<file path="src/rtl/output_collector_pkg.sv">
// Shared types and helpers for the output collector: FSM states, lane count
// and the signed saturation helper used by every lane.
package output_collector_pkg;

  localparam int N_COL     = 4;
  localparam int SAT_MAX_W = 64;

  typedef enum logic [1:0] {
    ST_IDLE    = 2'd0,
    ST_COLLECT = 2'd1,
    ST_WRITE   = 2'd2,
    ST_DONE    = 2'd3
  } state_e;

  // Caller sign-extends an ACC_W value to SAT_MAX_W; result keeps OUT_W significant bits.
  function automatic logic signed [SAT_MAX_W-1:0] sat_to_out(
    input logic signed [SAT_MAX_W-1:0] val,
    input int unsigned                 out_w
  );
    logic signed [SAT_MAX_W-1:0] hi;
    logic signed [SAT_MAX_W-1:0] lo;
    hi = (64'sd1 <<< (out_w - 32'd1)) - 64'sd1;
    lo = -hi - 64'sd1;
    if (val > hi) begin
      sat_to_out = hi;
    end else if (val < lo) begin
      sat_to_out = lo;
    end else begin
      sat_to_out = val;
    end
  endfunction

endpackage

</file>
<file path="src/rtl/output_collector_if.sv">
// Control/array/memory bundle seen by the output collector.
interface output_collector_if #(
  parameter int ACC_W  = 20,
  parameter int OUT_W  = 16,
  parameter int ADDR_W = 4
);
  import output_collector_pkg::*;

  logic                    LOAD_EN;
  logic [ADDR_W-1:0]       ODST;
  logic                    START_CALC;
  logic [N_COL-1:0]        col_valid;
  logic [N_COL*ACC_W-1:0]  col_data;
  logic                    mem_we;
  logic [ADDR_W-1:0]       mem_addr;
  logic [N_COL*OUT_W-1:0]  mem_wdata;
  logic                    mem_ready;
  logic                    row_done;
  logic                    sat_flag;
  logic                    collect_err;
  logic                    clr_err;

  modport slave (
    input  LOAD_EN, ODST, START_CALC, col_valid, col_data, mem_ready, clr_err,
    output mem_we, mem_addr, mem_wdata, row_done, sat_flag, collect_err
  );

  modport master (
    output LOAD_EN, ODST, START_CALC, col_valid, col_data, mem_ready, clr_err,
    input  mem_we, mem_addr, mem_wdata, row_done, sat_flag, collect_err
  );
endinterface

</file>
<file path="src/rtl/output_collector_sat_lane.sv">
// One column lane: clamps a signed accumulator result to the stored width and
// flags whether the clamp changed the value.
module sat_lane
  import output_collector_pkg::*;
#(
  parameter int ACC_W = 20,
  parameter int OUT_W = 16
) (
  input  logic signed [ACC_W-1:0] acc,
  output logic        [OUT_W-1:0] lane,
  output logic                    clamp
);

  logic signed [SAT_MAX_W-1:0] wide_s;
  logic signed [SAT_MAX_W-1:0] sat_s;

  always_comb begin
    wide_s = {{(SAT_MAX_W-ACC_W){acc[ACC_W-1]}}, acc};
    sat_s  = sat_to_out(wide_s, OUT_W);
    lane   = sat_s[OUT_W-1:0];
    clamp  = (sat_s != wide_s);
  end

endmodule

</file>
<file path="src/rtl/output_collector.sv">
// Collects the four skewed column results of one output row, saturates them,
// writes the packed row to output memory and pulses row_done to control.
module output_collector
  import output_collector_pkg::*;
#(
  parameter int ACC_W  = 20,
  parameter int OUT_W  = 16,
  parameter int ADDR_W = 4
) (
  input  logic               CLK,
  input  logic               RSTN,
  output_collector_if.slave  bus
);

  state_e            state_q, state_d;
  logic [N_COL-1:0]  mask_q, mask_d;
  logic [ADDR_W-1:0] addr_q, addr_d;
  logic [OUT_W-1:0]  lane_q [N_COL];
  logic [OUT_W-1:0]  lane_d [N_COL];
  logic              sat_q, sat_d;
  logic              err_q, err_d;

  logic [OUT_W-1:0]  lane_sat_s [N_COL];
  logic [N_COL-1:0]  clamp_s;
  logic [N_COL-1:0]  capture_s;
  logic              err_event_s;
  logic              sat_event_s;

  for (genvar j = 0; j < N_COL; j++) begin : g_lane
    sat_lane #(.ACC_W(ACC_W), .OUT_W(OUT_W)) u_sat (
      .acc   (bus.col_data[j*ACC_W +: ACC_W]),
      .lane  (lane_sat_s[j]),
      .clamp (clamp_s[j])
    );
  end

  always_ff @(posedge CLK or negedge RSTN) begin
    if (!RSTN) begin
      state_q <= ST_IDLE;
    end else begin
      state_q <= state_d;
    end
  end

  // Completion looks at the mask including this cycle's captures.
  always_comb begin
    state_d = state_q;
    case (state_q)
      ST_IDLE:    if (bus.START_CALC) state_d = ST_COLLECT; else state_d = ST_IDLE;
      ST_COLLECT: if ((mask_q | capture_s) == {N_COL{1'b1}}) state_d = ST_WRITE;
                  else state_d = ST_COLLECT;
      ST_WRITE:   if (bus.mem_ready) state_d = ST_DONE; else state_d = ST_WRITE;
      ST_DONE:    state_d = ST_IDLE;
      default:    state_d = ST_IDLE;
    endcase
  end

  always_comb begin
    capture_s = (state_q == ST_COLLECT) ? (bus.col_valid & ~mask_q) : {N_COL{1'b0}};
    if ((state_q == ST_IDLE) && bus.START_CALC) begin
      mask_d = {N_COL{1'b0}};
    end else begin
      mask_d = mask_q | capture_s;
    end
    for (int j = 0; j < N_COL; j++) begin
      lane_d[j] = capture_s[j] ? lane_sat_s[j] : lane_q[j];
    end
    addr_d = bus.LOAD_EN ? bus.ODST : addr_q;

    err_event_s = ((state_q != ST_COLLECT) && (|bus.col_valid))
               || ((state_q != ST_IDLE) && bus.START_CALC)
               || ((state_q == ST_COLLECT) && (|(bus.col_valid & mask_q)));
    sat_event_s = |(capture_s & clamp_s);

    // A set event beats a clear in the same cycle.
    if (sat_event_s) begin
      sat_d = 1'b1;
    end else if (bus.clr_err) begin
      sat_d = 1'b0;
    end else begin
      sat_d = sat_q;
    end
    if (err_event_s) begin
      err_d = 1'b1;
    end else if (bus.clr_err) begin
      err_d = 1'b0;
    end else begin
      err_d = err_q;
    end
  end

  always_ff @(posedge CLK or negedge RSTN) begin
    if (!RSTN) begin
      mask_q <= {N_COL{1'b0}};
      addr_q <= {ADDR_W{1'b0}};
      sat_q  <= 1'b0;
      err_q  <= 1'b0;
      for (int j = 0; j < N_COL; j++) begin
        lane_q[j] <= {OUT_W{1'b0}};
      end
    end else begin
      mask_q <= mask_d;
      addr_q <= addr_d;
      sat_q  <= sat_d;
      err_q  <= err_d;
      for (int j = 0; j < N_COL; j++) begin
        lane_q[j] <= lane_d[j];
      end
    end
  end

  always_comb begin
    bus.mem_we      = (state_q == ST_WRITE);
    bus.row_done    = (state_q == ST_DONE);
    bus.mem_addr    = addr_q;
    bus.sat_flag    = sat_q;
    bus.collect_err = err_q;
    bus.mem_wdata   = {(N_COL*OUT_W){1'b0}};
    for (int j = 0; j < N_COL; j++) begin
      bus.mem_wdata[j*OUT_W +: OUT_W] = lane_q[j];
    end
  end

endmodule

</file>
<file path="src/flat_wrapper.sv">
// flat-port wrapper written by rule: the top's interface ports become plain ports
module output_collector_flat import output_collector_pkg::*;
#(
  parameter int ACC_W  = 20,
  parameter int OUT_W  = 16,
  parameter int ADDR_W = 4
)
  (CLK, RSTN, bus_LOAD_EN, bus_ODST, bus_START_CALC, bus_col_valid, bus_col_data, bus_mem_ready, bus_clr_err, bus_mem_we, bus_mem_addr, bus_mem_wdata, bus_row_done, bus_sat_flag, bus_collect_err);
  output_collector_if #(.ACC_W(ACC_W), .OUT_W(OUT_W), .ADDR_W(ADDR_W)) bus_i ();
  input  logic CLK;
  input  logic RSTN;
  input wire logic [$bits(bus_i.LOAD_EN)-1:0] bus_LOAD_EN;
  input wire logic [$bits(bus_i.ODST)-1:0] bus_ODST;
  input wire logic [$bits(bus_i.START_CALC)-1:0] bus_START_CALC;
  input wire logic [$bits(bus_i.col_valid)-1:0] bus_col_valid;
  input wire logic [$bits(bus_i.col_data)-1:0] bus_col_data;
  input wire logic [$bits(bus_i.mem_ready)-1:0] bus_mem_ready;
  input wire logic [$bits(bus_i.clr_err)-1:0] bus_clr_err;
  output wire logic [$bits(bus_i.mem_we)-1:0] bus_mem_we;
  output wire logic [$bits(bus_i.mem_addr)-1:0] bus_mem_addr;
  output wire logic [$bits(bus_i.mem_wdata)-1:0] bus_mem_wdata;
  output wire logic [$bits(bus_i.row_done)-1:0] bus_row_done;
  output wire logic [$bits(bus_i.sat_flag)-1:0] bus_sat_flag;
  output wire logic [$bits(bus_i.collect_err)-1:0] bus_collect_err;
  assign bus_i.LOAD_EN = bus_LOAD_EN;
  assign bus_i.ODST = bus_ODST;
  assign bus_i.START_CALC = bus_START_CALC;
  assign bus_i.col_valid = bus_col_valid;
  assign bus_i.col_data = bus_col_data;
  assign bus_i.mem_ready = bus_mem_ready;
  assign bus_i.clr_err = bus_clr_err;
  assign bus_mem_we = bus_i.mem_we;
  assign bus_mem_addr = bus_i.mem_addr;
  assign bus_mem_wdata = bus_i.mem_wdata;
  assign bus_row_done = bus_i.row_done;
  assign bus_sat_flag = bus_i.sat_flag;
  assign bus_collect_err = bus_i.collect_err;
  output_collector #(.ACC_W(ACC_W), .OUT_W(OUT_W), .ADDR_W(ADDR_W)) u_core (.CLK(CLK), .RSTN(RSTN), .bus(bus_i));
endmodule
</file>
<file path="config.mk">
export PLATFORM = sky130hd
export DESIGN_NAME = output_collector_flat
export DESIGN_NICKNAME = d
export VERILOG_FILES = /design/src/rtl/output_collector_pkg.sv /design/src/rtl/output_collector_if.sv /design/src/rtl/output_collector_sat_lane.sv /design/src/rtl/output_collector.sv /design/src/flat_wrapper.sv
export SDC_FILE = /design/constraint.sdc
export NUM_CORES = 1
export LEC_CHECK = 0
export BUFFER_PORTS_ARGS = -buffer_cell sky130_fd_sc_hd__buf_2
export CORE_MARGIN = 2
export CORE_UTILIZATION = 49
export CTS_BUF_LIST = sky130_fd_sc_hd__clkbuf_8
export DETAILED_ROUTE_END_ITERATION = 12
export PLACE_DENSITY_LB_ADDON = 0.08
export SYNTH_ARGS = -nofsm -noshare
export SYNTH_HDL_FRONTEND = slang
export SYNTH_SLANG_ARGS = --single-unit
</file>
<file path="constraint.sdc">
create_clock -name CLK -period 1.9 [get_ports CLK]
set_input_delay 0 -clock CLK [delete_from_list [all_inputs] [get_ports CLK]]
set_output_delay 0 -clock CLK [all_outputs]
set_load 0.02 [all_outputs]
</file>
# After elaboration in Yosys (flattened, before gate mapping)
# Index checks and enable logic that the tools add are counted.
# totals
regBits,76
out_inout_bits,72
word_cells,61
# classes
order_cmp,8
n_eq_ne,9
n_mux,17
bitwise_logic,5
n_reduce_logical,13
# ops
op,count
$mux 64,8
$ne 64x20->1,4
$gt 20x16->1 const B,4
$lt 20x16->1 const B,4
$and 4x4->4,3
$reduce_or 4->1,3
$mux 4,2
$pmux 2 s4,1
$reduce_bool 2->1,3
$mux 1,5
$eq 2x2->1 const B,2
$eq 4x4->1 const B,1
$logic_and 1x1->1,4
$not 4->4,1
$or 4x4->4,1
$eq 2x1->1 const B,1
$logic_not 2->1,1
$logic_or 1x1->1,2
$mux 2,1
$ne 2x1->1 const B,1

# Logic depth before layout (Yosys ltp)
# Gate-level depths: netlist of the first run.
# depth
ltp_word,7
depth_mapped,7

# Cells and area by module
# From an unflattened synthesis of the first run, not the netlist that was laid out.
# unflattened
hier_cells,382
area_unflattened_um2,4077.7
# by_module_without_submodules
mod,n_inst,cells_per_inst,area_per_inst_um2,seq_area_each_um2
output_collector,1,194,2996.6,1901.8
sat_lane,4,47,270.3,0.0

# Worst setup path before layout of the first run
# Ideal clock, no wire load.
# synth_timing
path_type,register -> register
start,reg with a tool-made name
end,"reg u_core.lane_q, in the netlist u_core.bus.mem_wdata[38]"
arrival_ps,1398
required_time_ps,1779
setup_slack_ps,380
path_stages_with_launch,6
cell_sequence,dfrtp_1 > nand2b_4 > nor3b_4 > o21ai_2 > buf_6 > o22a_1
# synth_rtl
element,line,text
"end signal, assigned by index",output_collector.sv:99,lane_q[j] <= {OUT_W{1'b0}};
"end signal, assigned by index",output_collector.sv:107,lane_q[j] <= lane_d[j];
"end, declared",output_collector.sv:18,logic [OUT_W-1:0] lane_q [N_COL];

# Worst setup path in the final report of the first run
# layout_timing
start,in bus_col_data[75]
end,reg u_core.sat_q (netlist: u_core.bus.sat_flag)
# layout_via
elab_chain_len,7
elab_cells_between_ends,9
# layout_lines
element,line,text
"start, declared",flat_wrapper.sv:16,input wire logic [$bits(bus_i.col_data)-1:0] bus_col_data;
$lt 20x16->1,output_collector_pkg.sv:26,end else if (val < lo) begin
$mux 64,output_collector_pkg.sv:26,
$mux 64,output_collector_pkg.sv:24,if (val > hi) begin
$ne 64x20->1 (*),output_collector_sat_lane.sv:21,clamp = (sat_s != wide_s);
$and 4x4->4 (*),output_collector.sv:73,sat_event_s = |(capture_s & clamp_s);
$reduce_or 4->1 (*),output_collector.sv:73,
$mux 1 / $reduce_bool 2->1 (equally long branches),n/a,
"end signal, assigned",output_collector.sv:104,sat_q <= sat_d;
"end, declared",output_collector.sv:20,"logic sat_q, sat_d;"
# Every way passes the cells marked *; elsewhere a longest branch is shown, timed or not.
# A chain may end at the register's enable or synchronous reset.

==> results of run 1 <==
cell families (layout without fill, tap and decap cells):
logic type / Yosys count / in the layout / share of synthesized area
AO/OA/AOI/OAI: 99 / 99 / 0.213
adder cells (fa/ha/maj): 4 / 4 / 0.0137
buffers and inverters: 24 / 217 / 0.0318
flip-flops: 76 / 76 / 0.520
multiplexers: 6 / 6 / 0.0185
AND/OR/NAND/NOR: 121 / 121 / 0.203
layer usage:
metal | vias to the layer above | routed length, um | share of wire | track usage
li1 | 1612 | - | - | -
met5 | - | 0 | 0 | 0
met3 | 14 | 593 | 0.062 | 0.0442
met1 | 1622 | 4070 | 0.43 | 0.325
met2 | 126 | 4650 | 0.49 | 0.382
met4 | 0 | 185 | 0.019 | 0.0949
Yosys cell counts (all sizes together):
library cell,n
o22ai,6
nand3,4
a21oi,14
and2,1
o22a,60
inv,9
o31a,1
ha,4
and4bb,2
nor3,6
o211a,1
a21boi,1
a222oi,1
buf,10
nand2b,1
a31oi,4
nor3b,1
nor2b,60
a2111oi,1
clkbuf,5
nor4,17
dfrtp,76
o211ai,2
o21ai,7
and2b,1
and3,2
nand4,2
nand2,11
nor2,11
mux2,6
or2,1
and4,1
a21o,1
metrics by stage:
| step | utilization | hold WS (ns) | instance area (sq um) | power (mW) |
|---|---|---|---|---|
| after floorplan | - | -0.296 | 3660 | 4.86 |
| after global placement | 0.635 | -0.0252 | 4610 | 5.87 |
| after detailed placement | 0.635 | -0.0269 | 4610 | 5.97 |
| after CTS | 0.687 | 0.000441 | 4980 | 7.22 |
| after global routing | 0.687 | 0.0112 | 4980 | 7.60 |
| final | 0.687 | -0.00319 | 4980 | 7.18 |
final cells by class:
| class | count | share of cell area |
|---|---|---|
| Timing Repair Buffer | 192 | 0.218 |
| Multi-Input combinational cell | 230 | 0.329 |
| Inverter | 9 | 0.00678 |
| Sequential cell | 76 | 0.382 |
| Clock buffer | 10 | 0.0276 |
| Clock inverter | 6 | 0.0113 |
| Tap cell | 99 | 0.0249 |
flip-flops by register name, indices dropped and copies added (netlist names), named ones only:
| signal | count |
|---|---|
| u_core.state_q | 1 |
| u_core.bus.mem_wdata | 64 |
| u_core.bus.collect_err | 1 |
| u_core.mask_q | 4 |
| u_core.bus.sat_flag | 1 |
| u_core.bus.mem_addr | 4 |
path summary, 6_finish.rpt:
| kind | slack (ns) | to | cells past startpoint | startpoint |
|---|---|---|---|---|
| worst max-delay path | 0.11 | u_core.bus.sat_flag$_DFFE_PN0P_ | 8 | bus_col_data[75] |
| worst min-delay path | -0.003 | u_core.mask_q[3]$_DFF_PN0_ | 3 | bus_col_valid[3] |
| worst max register to register | 0.15 | u_core.bus.mem_wdata[21]$_DFFE_PN0P_ | 3 | u_core.state_q[0]$_DFF_PN0_ |
| worst min register to register | 0.50 | u_core.bus.mem_wdata[13]$_DFFE_PN0P_ | 1 | u_core.bus.mem_wdata[13]$_DFFE_PN0P_ |
| max in group asynchronous | 1.18 | u_core.bus.mem_wdata[10]$_DFFE_PN0P_ | 3 | RSTN |
| min in group asynchronous | 0.13 | u_core.bus.mem_wdata[40]$_DFFE_PN0P_ | 2 | RSTN |
worst max-delay path: stages:
cell           delay, ns
dlygate4sd3_1       0.54
buf_2               0.12
nand4_1             0.14
or2_2               0.30
ha_1                0.19
mux2_2              0.26
o21ai_0             0.28
nand4_1             0.15
power groups by stage:
stage	logic (mW)	clock network [mW]	registers, mW
CTS	3.22	1.24	2.77
finish	3.19	1.22	2.77
floorplan	1.31	0	3.55
detailed placement	3.17	0	2.80
global route	3.42	1.31	2.88
global placement	3.09	0	2.78
what timing repair did:
action                                  4_1_cts  5_1_grt
hold buffers                                 18        0
gates resized for setup                       0        1
setup buffers                                 0        0
endpoints found under the hold margin        63        0
endpoints found under the setup margin        0       12
==> results by group, run 1 <==
Outcome
  – Status: finished, violations left
  – Failing checks: hold timing

Synthesis
  – Register area share after synthesis: 0.520
  – Synth top area share: 0.520
  – Synth Warn #: 0
  – Syn_nets: between 400 and 500
  – Synthesis-stage register bit count: between 70 and 80
  – Synthesized netlist cell count: 330
  – Cell area after synthesis: between 3000 and 4000 sq um
  – Yosys cell types: 41
  – Syn avg cell area: 11.1 sq um
  – Post-synth top area cell: dfrtp_1
  – Dominant cells by area after synthesis: dfrtp_1, o22a_1, nor2b_1

Place
  – Placer Congestion: ~0.81
  – DP HPWL: roughly 6900 um
  – Post-place setup slack: between 0.09 and 0.1 ns
  – Placed insts: 588
  – Port bufs: ~170

Hold path
  – Hold Crit Class: primary input to flop

Drt
  – Final ANT Viol Nets: 0
  – Total Wirelength: around 9500 um
  – Residual DRC: 0
  – 1st-pass router iterations: 6
  – Routed via count: approximately 3400
  – Wirelength per Cell: between 15 and 20 um
  – Initial DRC Count: 200
  – Vias per std cell: between 5 and 6

Worst setup path
  – Crit path launch type: primary input
  – Arrival time worst endpoint: approximately 2.0 ns
  – Critical path capture point type: flop
  – Crit Path Class: primary input to flop
  – WP data required: 2.09 ns
  – CP max FO: 3

Global route
  – Pin count of the biggest net entering global routing: 44
  – Initial antenna violation count: 0
  – Vias in the first global route: roughly 3400
  – First-pass GRT wire length: 16000 um
  – Total GRT Usage: 0.239
  – GRT Residual Overflow: 0

Timing
  – Final Max Tran Viols: 0
  – Tmin final: ~1.8 ns
  – # setup viols final: 0
  – Hold WS: -0.00319 ns
  – Worst Max-Slew Pin Slew: approximately 0.68 ns
  – Final worst slack: about 0.11 ns
  – Tcrit/Tclk final: 0.943
  – Setup TNS: 0 ns
  – Clk_skew: approximately 0.009 ns
  – Rel. slew slack: 0.546
  – Fmax: ~560 MHz
  – Final hold viol count: 1
  – Setup repair after global routing missed its margin: false

Floorplanning
  – Core area: 7250 sq um
  – Die footprint: 8170 sq um
  – Rows: 31
  – Die height: about 90 um
  – Initial Utilization: 0.504
  – I/O pins: approximately 170
  – Die X-Extent: roughly 90 um

Power
  – P per Cell Area: ~1400 nW/um^2
  – Net Switching: about 2.8 mW
  – Maximum vdd ir drop: between 0.7 and 0.8 mV
  – Clock power share: 0.169
  – Sequential Power Share: 0.386
  – Switching portion of total power: 0.396
  – Comb pwr share: 0.445
  – P_int: around 4.3 mW
  – Static leakage: between 2 and 2.5 nW

Layout
  – Most frequent cells in the layout: buf_2, dfrtp_1, nor2b_1, o22a_1, dlygate4sd3_1
  – Final net count: just over 600
  – Antenna fix cells: 0
  – Area Growth Syn to Fin: 36.3%
  – Most common cell after layout, fill and taps aside: buf_2
  – Register area: ~1900 sq um
  – Finished Layout Cells: between 600 and 700
  – Share of layout cells above drive strength 1: 0.392
  – Fillers: around 610
  – Multi-input combinational cell area: about 1600 sq um

Clock network
  – CTS root buf: clkbuf_8
  – Worst-Skew Late Latency: roughly 0.35 ns
  – CTS tree: yes
  – CTS buffer count: 9
  – Max Root-Sink Buffers: 2
  – CTS clock-pin slew for the worst setup and hold paths: 0.07 ns
  – Clk sinks: 76
  – # H-tree levels: 3

Run
  – Max_cap viols: 0
No activity file was read; power rests on OpenSTA's default activity.
==> run 2, diff against run 1 <==
BUFFER_PORTS_ARGS = not set   (was -buffer_cell sky130_fd_sc_hd__buf_2)
CORE_UTILIZATION = 52   (was 49)
DONT_BUFFER_PORTS = 1   (was not set)
clock period = 1.6 ns   (was 1.9 ns; I/O delays follow)
==> run 2 against run 1 <==
The flow still finishes with violations (hold timing). Wire length decreased by 0.51%. Utilization increased by 2.2 points. Power increased by 7.3%. Clock skew increased by 0.0011 ns. Worst hold slack got worse by 0.65 ns. Cell area decreased by 3.3%. Non-clock buffer count decreased by 92. Clock power about the same. Clock-buffer cell count unchanged. Die area decreased by 5.5%. Final cell count decreased by 16%. Sequential power increased by 58%. Largest cell class unchanged.
==> results by group, run 2 (synthesized netlist as in run 1, its figures left out) <==
Floorplanning
  – Initial Utilization: 0.538 (+0.0341)
  – Core area: 6790 sq um (-6.3%)
  – Die footprint: 7720 sq um (-5.5%)
  – I/O pins: 166 (unchanged)
  – Die height: 87.9 um (-2.8%)
  – Rows: 30 (-3.2%)
  – Die X-Extent: 87.9 um (-2.8%)

Power
  – P per Cell Area: 1600 nW/um^2 (+11%)
  – P_int: 4.59 mW (+5.7%)
  – Clock power share: 0.160 (-0.009)
  – Comb pwr share: 0.273 (-0.172)
  – Static leakage: 1.88 nW (-15%)
  – Switching portion of total power: 0.405 (+0.00890)
  – Sequential Power Share: 0.567 (+0.181)
  – Net Switching: 3.12 mW (+9.7%)
  – Maximum vdd ir drop: 0.944 mV (+23%)

Timing
  – Worst Max-Slew Pin Slew: 0.685 ns (+0.00378 ns)
  – Final hold viol count: 76 (+75)
  – Clk_skew: 0.0101 ns (+0.00108 ns)
  – Setup TNS: 0 ns (unchanged)
  – Final worst slack: 0.102 ns (-0.00587 ns)
  – Hold WS: -0.651 ns (-0.647 ns)
  – Tcrit/Tclk final: 0.936
  – # setup viols final: 0 (unchanged)
  – Tmin final: around 1.5 ns
  – Setup repair after global routing missed its margin: true
  – Rel. slew slack: 0.539 (-0.00667)
  – Final Max Tran Viols: 0 (unchanged)
  – Fmax: ~670 MHz

Place
  – Placed insts: 430 (-27%)
  – Port bufs: 0 (-100%)
  – Post-place setup slack: 0.0424 ns (-0.0541 ns)
  – Placer Congestion: 0.837 (+3.0%)
  – DP HPWL: 6210 um (-9.9%)

Layout
  – Most common cell after layout, fill and taps aside: dlygate4sd3_1
  – Final core occ: 0.709 (+0.0223)
  – Max reg flops: 64 (unchanged)
  – Finished Layout Cells: 525 (-16%)
  – Fillers: 468 (-24%)
  – Share of layout cells above drive strength 1: 0.117 (-0.275)
  – Final net count: 524 (-15%)
  – Antenna fix cells: 0 (unchanged)
  – Most frequent cells in the layout: dlygate4sd3_1, dfrtp_1, nor2b_1, o22a_1, buf_4
  – Area Growth Syn to Fin: 31.8%

Global route
  – Met3 GRT Util: 0.0688 (+0.0246)
  – First-pass GRT wire length: 14700 um (-8.0%)
  – Initial antenna violation count: 0 (unchanged)
  – GRT Residual Overflow: 0 (unchanged)
  – GRT met2 Usage: 0.425 (+0.0427)
  – Total GRT Usage: 0.248 (+0.00884)
  – Grt peak-use layer: met2
  – Vias in the first global route: 3107 (-7.8%)
  – M1 GR Usage: 0.298 (-0.0273)
  – Pin count of the biggest net entering global routing: 77 (+75%)

Drt
  – Total Wirelength: 9450 um (-0.51%)
  – Initial DRC Count: 133 (-34%)
  – Wirelength per Cell: 18.0 um (+18%)
  – Residual DRC: 0 (unchanged)
  – Routed via count: 2981 (-12%)
  – Vias per std cell: 5.68 (+4.7%)
  – Final ANT Viol Nets: 0 (unchanged)
  – 1st-pass router iterations: 4 (-2)

Hold path
  – Hold Crit Class: primary input to asynchronous set/reset pin

Clock network
  – CTS buffer count: 9 (unchanged)
  – # H-tree levels: 3 (unchanged)
  – Setup bufs post-CTS: 0 (unchanged)
  – Max Root-Sink Buffers: 2 (unchanged)
  – Worst-Skew Late Latency: 0.34 ns (about the same)
  – CTS tree: yes
  – Clk sinks: 76 (unchanged)
  – CTS clock-pin slew for the worst setup and hold paths: 0.07 ns (about the same)
  – CTS root buf: clkbuf_8

Worst setup path
  – Slowest cell on crit path: dfrtp_1
  – Arrival time worst endpoint: 1.69 ns (-0.29 ns)
  – Crit path launch type: flop
  – Crit Path Class: flop to flop
  – Slowest stage delay, CP: 0.43 ns (-0.11 ns)
  – Critical path capture point type: flop
  – CP max FO: 6 (+3)
  – WP data required: 1.79 ns (-0.30 ns)
  – Critical Path, Cell by Cell: and4bb_2 -> nand2_1 -> a31oi_1 -> a2111oi_2 -> nand4_1

Outcome
  – Failing checks: hold timing
  – Status: finished, violations left

Run
  – Max_cap viols: 0 (unchanged)
[run 2: cell types whose count changed in the layout (fill, tap and decap cells not counted), moves of 2 or more]
cell,previous run,this run
o21ai_4,0,2
buf_4,9,19
buf_2,164,0
dlygate4sd3_1,18,81
o21ai_2,4,1
[run 2: per-layer routing]
metal | up-vias | part of all wire
met4 | 0 | 0.013
met3 | 12 | 0.077
met1 | 1426 | 0.42
li1 | 1424 | -
met2 | 119 | 0.49
met5 | - | 0
[run 2: critical path, delay by kind of cell, from the launching register on]
kind            cells  cell delay, ns
flops               1            0.43
compound gates      2            0.41
simple gates        3            0.52
[run 2: power groups by stage]
stage	logic (mW)	registers [mW]	clock network, mW
finish	2.10	4.37	1.24
global route	2.30	4.47	1.34
CTS	2.09	4.38	1.26
detailed placement	1.92	4.42	0
global placement	1.86	4.40	0
floorplan	1.56	4.21	0
[run 2: final cells by class]
| type | count | area (sq um) | share of cell area |
|---|---|---|---|
| Sequential cell | 76 | 1900 | 0.395 |
| Clock buffer | 10 | 138 | 0.0286 |
| Tap cell | 96 | 120 | 0.0249 |
| Clock inverter | 4 | 18.8 | 0.00389 |
| Inverter | 9 | 33.8 | 0.00701 |
| Multi-Input combinational cell | 230 | 1650 | 0.343 |
| Timing Repair Buffer | 100 | 953 | 0.198 |
[run 2: repair_timing]
item,in CTS,in global routing
gates resized for setup,0,4
hold endpoints to repair,151,77
hold buffers,80,1
setup endpoints to repair,0,32
[run 2: path summary, 6_finish.rpt]
check                                             from                              endpoint  slack [ns]  cells past startpoint
max                        u_core.state_q[0]$_DFF_PN0_       u_core.bus.sat_flag$_DFFE_PN0P_        0.10                      5
min in group CLK                      bus_col_data[26]       u_core.bus.sat_flag$_DFFE_PN0P_           0                      4
min reg2reg                 u_core.mask_q[1]$_DFF_PN0_            u_core.mask_q[1]$_DFF_PN0_        0.61                      2
max reg2reg                u_core.state_q[0]$_DFF_PN0_       u_core.bus.sat_flag$_DFFE_PN0P_        0.10                      5
max in group asynchronous                         RSTN            asynchronous set/reset pin        2.12                      0
min                                               RSTN  u_core.bus.mem_wdata[46]$_DFFE_PN0P_       -0.65                      0
[run 2: stage by stage]
stage,power (mW),instance area [sq um]
after global routing,8.12,4820
after CTS,7.73,4790
after floorplan,5.77,3660
after global placement,6.25,3840
after detailed placement,6.33,3840
final,7.70,4820
==> run 3, diff against run 2 <==
SETUP_SLACK_MARGIN = 0.1   (was not set)
SYNTH_HIERARCHICAL = 1   (was not set)
==> run 3 against run 2 <==
The flow still finishes with violations (hold timing). Sequential cell count stayed put. Sequential power is 5.7% higher. Wire length is 8.8% higher. Clock-buffer cell count is 1 lower. Cell area is 9.3% higher. Die area is 11% higher. Via count is 7.2% higher. Critical path type is now primary input to flop. Critical endpoint is now u_core/bus.mem_wdata[19]$_DFFE_PN0P_. Highest routed layer unchanged.
==> results by group, run 3 <==
Synthesis
  – Adder-cell share of the synthesized area: 0.0123 (-0.00142)
  – Compound-Gate Fraction of Synth Area: 0.150 (-0.0631)
  – Post-synth top cells: dfrtp_1, inv_1, mux2_2
  – Syn avg cell area: 10.7 sq um (-3.6%)
  – Synth top area share: 0.466 (-0.0538)
  – Cell area after synthesis: 4080 sq um (+12%)
  – Register area share after synthesis: 0.466 (-0.0538)
  – Most numerous cell in the Yosys netlist: dfrtp_1
  – Largest family of logic cells by synthesized area: multiplexers
  – Dominant cells by area after synthesis: dfrtp_1, mux2_2, inv_1
  – Synth Area in XOR/XNOR: 0.00859 (+0.00859)
  – Yosys cell types: 33 (-20%)
  – Synthesized netlist cell count: 382 (+16%)
  – Post-synth ARST share: 1.00 (unchanged)
  – Post-synth top area cell: dfrtp_1
  – Syn_nets: 480 (+12%)
  – Synth Warn #: 6 (+6)
  – Synthesis-stage register bit count: 76 (unchanged)
  – Synth Area in Simple Gates: 0.0789 (-0.124)
  – Post-synthesis mux area share: 0.188 (+0.169)
  – Most used DFF post-synth: dfrtp_1
  – Number of synthesized flops with an enable pin: 0 (unchanged)

Global route
  – Initial antenna violation count: 0 (unchanged)
  – GRT Residual Overflow: 0 (unchanged)
  – Vias in the first global route: 3352 (+7.9%)
  – First-pass GRT wire length: 16000 um (+8.9%)
  – Total GRT Usage: 0.236 (-0.0118)
  – Pin count of the biggest net entering global routing: 77 (unchanged)

Floorplanning
  – Die X-Extent: 92.6 um (+5.4%)
  – Core area: 7650 sq um (+13%)
  – Die height: 92.6 um (+5.4%)
  – Initial Utilization: 0.533 (-0.00491)
  – Die footprint: 8570 sq um (+11%)
  – Rows: 32 (+6.7%)
  – I/O pins: 166 (unchanged)

Timing
  – Worst Max-Slew Pin Slew: 0.477 ns (-0.208 ns)
  – Fmax: 677 MHz (+1.4%)
  – Tmin final: 1.48 ns (-0.0201 ns)
  – Final hold viol count: 78 (+2.6%)
  – # setup viols final: 0 (unchanged)
  – Final Max Tran Viols: 0 (unchanged)
  – Final worst slack: 0.122 ns (+0.0201 ns)
  – Rel. slew slack: 0.681 (+0.142)
  – Hold WS: -0.654 ns (-0.00369 ns)
  – Setup TNS: 0 ns (unchanged)
  – Tcrit/Tclk final: 0.924 (-0.0126)
  – Clk_skew: 0.00727 ns (-0.00283 ns)
  – Setup repair after global routing missed its margin: true

Outcome
  – Failing checks: hold timing
  – Status: finished, violations left

Layout
  – Area Growth Syn to Fin: 29.2%
  – Share of layout cells above drive strength 1: 0.259 (+0.143)
  – Register area: 1900 sq um (about the same)
  – Antenna fix cells: 0 (unchanged)
  – Max reg flops: 64 (unchanged)
  – Most frequent cells in the layout: dlygate4sd3_1, dfrtp_1, inv_1
  – Finished Layout Cells: 580 (+10%)
  – Most common cell after layout, fill and taps aside: dlygate4sd3_1
  – Final net count: 571 (+9.0%)
  – Fillers: 588 (+26%)
  – Multi-input combinational cell area: 1800 sq um (+8.6%)
  – Finished Cell Area: 5270 sq um (+9.3%)

Worst setup path
  – Arrival time worst endpoint: 1.70 ns (about the same)
  – Crit Path Class: primary input to flop
  – Slowest stage delay, CP: 0.59 ns (+0.16 ns)
  – CP max FO: 8 (+2)
  – Crit path launch type: primary input
  – Critical path capture point type: flop
  – Slowest cell on crit path: dlygate4sd3_1
  – WP data required: 1.82 ns (+0.03 ns)
  – Critical Path, Cell by Cell: and4_2 -> nand2_1 -> ha_4 -> buf_4 -> o21ai_0 -> dlygate4sd3_1 -> mux2_2

Power
  – Comb pwr share: 0.261 (-0.012)
  – Maximum vdd ir drop: 1.06 mV (+12%)
  – Switching portion of total power: 0.392 (-0.0126)
  – P_int: 5.11 mW (+11%)
  – Net Switching: 3.29 mW (+5.7%)
  – Sequential Power Share: 0.550 (-0.017)
  – P per Cell Area: 1600 nW/um^2 (-0.17%)
  – Clock power share: 0.189 (+0.029)
  – Static leakage: 2.30 nW (+22%)

Clock network
  – CTS clock-pin slew for the worst setup and hold paths: 0.08 ns (about the same)
  – CTS tree: yes
  – CTS buffer count: 9 (unchanged)
  – Max Root-Sink Buffers: 2 (unchanged)
  – # H-tree levels: 3 (unchanged)
  – Cts hold-fix bufs: 75 (-6.3%)
  – Clk sinks: 76 (unchanged)
  – CTS root buf: clkbuf_8
  – Worst-Skew Late Latency: 0.34 ns (about the same)

Drt
  – Initial DRC Count: 155 (+17%)
  – Residual DRC: 0 (unchanged)
  – Met3 routed WL: 846 um (+16%)
  – Total Wirelength: 10300 um (+8.8%)
  – 1st-pass router iterations: 6 (+2)
  – Met1 wire length: 4240 um (+7.8%)
  – DR WL met2: 5020 um (+7.7%)
  – Final ANT Viol Nets: 0 (unchanged)
  – Routed via count: 3195 (+7.2%)
  – Wirelength per Cell: 17.7 um (-1.5%)
  – DR top layer: met4
  – Vias per std cell: 5.51 (-3.0%)

Hold path
  – Hold Crit Class: primary input to asynchronous set/reset pin

Place
  – DP HPWL: 6500 um (+4.7%)
  – DP Area: 4260 sq um (+11%)
  – Port bufs: 0 (unchanged)
  – Placed insts: 486 (+13%)
  – Post-place setup slack: 0.0259 ns (-0.0165 ns)
  – Placer Congestion: 0.879 (+5.0%)

Run
  – Max_cap viols: 0 (unchanged)
## run 3: cell count changes after synthesis, sizes merged, moves of 5 or more
cell / delta
nor2b: -58
mux2: +62
nor4: -13
o21ai: +58
inv: +60
nor2: -5
or4: +8
nand2: -6
o22a: -60
## run 3: what timing repair did
| item | 4_1_cts | 5_1_grt |
|---|---|---|
| pin swaps | 0 | 1 |
| endpoints found under the setup margin | 1 | 11 |
| endpoints found under the hold margin | 141 | 76 |
| buffers inserted | 0 | 3 |
| resized for setup | 1 | 2 |
## run 3: power groups by stage
stage / clock [mW] / sequential (mW) / combinational [mW]
floorplan: 0 / 4.39 / 1.65
global placement: 0 / 4.64 / 1.88
detailed placement: 0 / 4.67 / 1.96
CTS: 1.63 / 4.64 / 2.12
global route: 1.69 / 4.74 / 2.40
finish: 1.59 / 4.62 / 2.20
## run 3: path summary, 6_finish.rpt
kind / start / cells past startpoint / endpoint / slack, ns
worst min-delay path: RSTN / 0 / u_core/bus.mem_wdata[47]$_DFFE_PN0P_ / -0.65
worst max register to register: flop / 3 / u_core/bus.mem_wdata[8]$_DFFE_PN0P_ / 0.14
max in group asynchronous: RSTN / 0 / u_core/bus.mem_wdata[14]$_DFFE_PN0P_ / 2.14
min in group CLK: bus_col_data[17] / 4 / u_core/bus.sat_flag$_DFFE_PN0P_ / 0
worst max-delay path: bus_col_data[37] / 7 / u_core/bus.mem_wdata[19]$_DFFE_PN0P_ / 0.12
worst min register to register: u_core/state_q[0]$_DFF_PN0_ / 1 / u_core/state_q[0]$_DFF_PN0_ / 0.57
## run 3: metrics by stage
| stage | hold slack [ns] | power, mW | util |
|---|---|---|---|
| finish | -0.654 | 8.40 | 0.689 |
| global route | -0.671 | 8.83 | 0.689 |
| CTS | -0.672 | 8.39 | 0.684 |
| floorplan | -0.296 | 6.04 | - |
| global placement | -0.294 | 6.53 | 0.558 |
| detailed placement | -0.294 | 6.63 | 0.558 |
## run 3: metal layers
layer  global-route usage  vias up
met5                    0        -
met4               0.0796        0
met3               0.0618       13
met2                0.411      124
met1                0.284     1548
li1                     -     1510
## run 3: cell type report
class                   count  share of cell area
flip-flops and latches     76               0.362
multi-input cells         220               0.341
repair buffers             97               0.183
inverters                  69              0.0492
well taps                 102              0.0242
clock buffers               9              0.0235
clock inverters             7              0.0173
## run 3: worst max-delay path, delay by kind of cell
family / cells / cell delay [ns]
buf+inv: 2 / 0.73
simple gates: 2 / 0.32
fa+ha+maj: 1 / 0.29
mux: 1 / 0.27
compound gates: 1 / 0.07
## run 3: logic make-up (layout without fill, tap and decap cells)
group / after synthesis / in the layout
buf+inv: 86 / 182
xor+xnor: 4 / 4
fa+ha+maj: 4 / 4
mux: 68 / 68
compound gates: 95 / 95
flops: 76 / 76
simple gates: 49 / 49
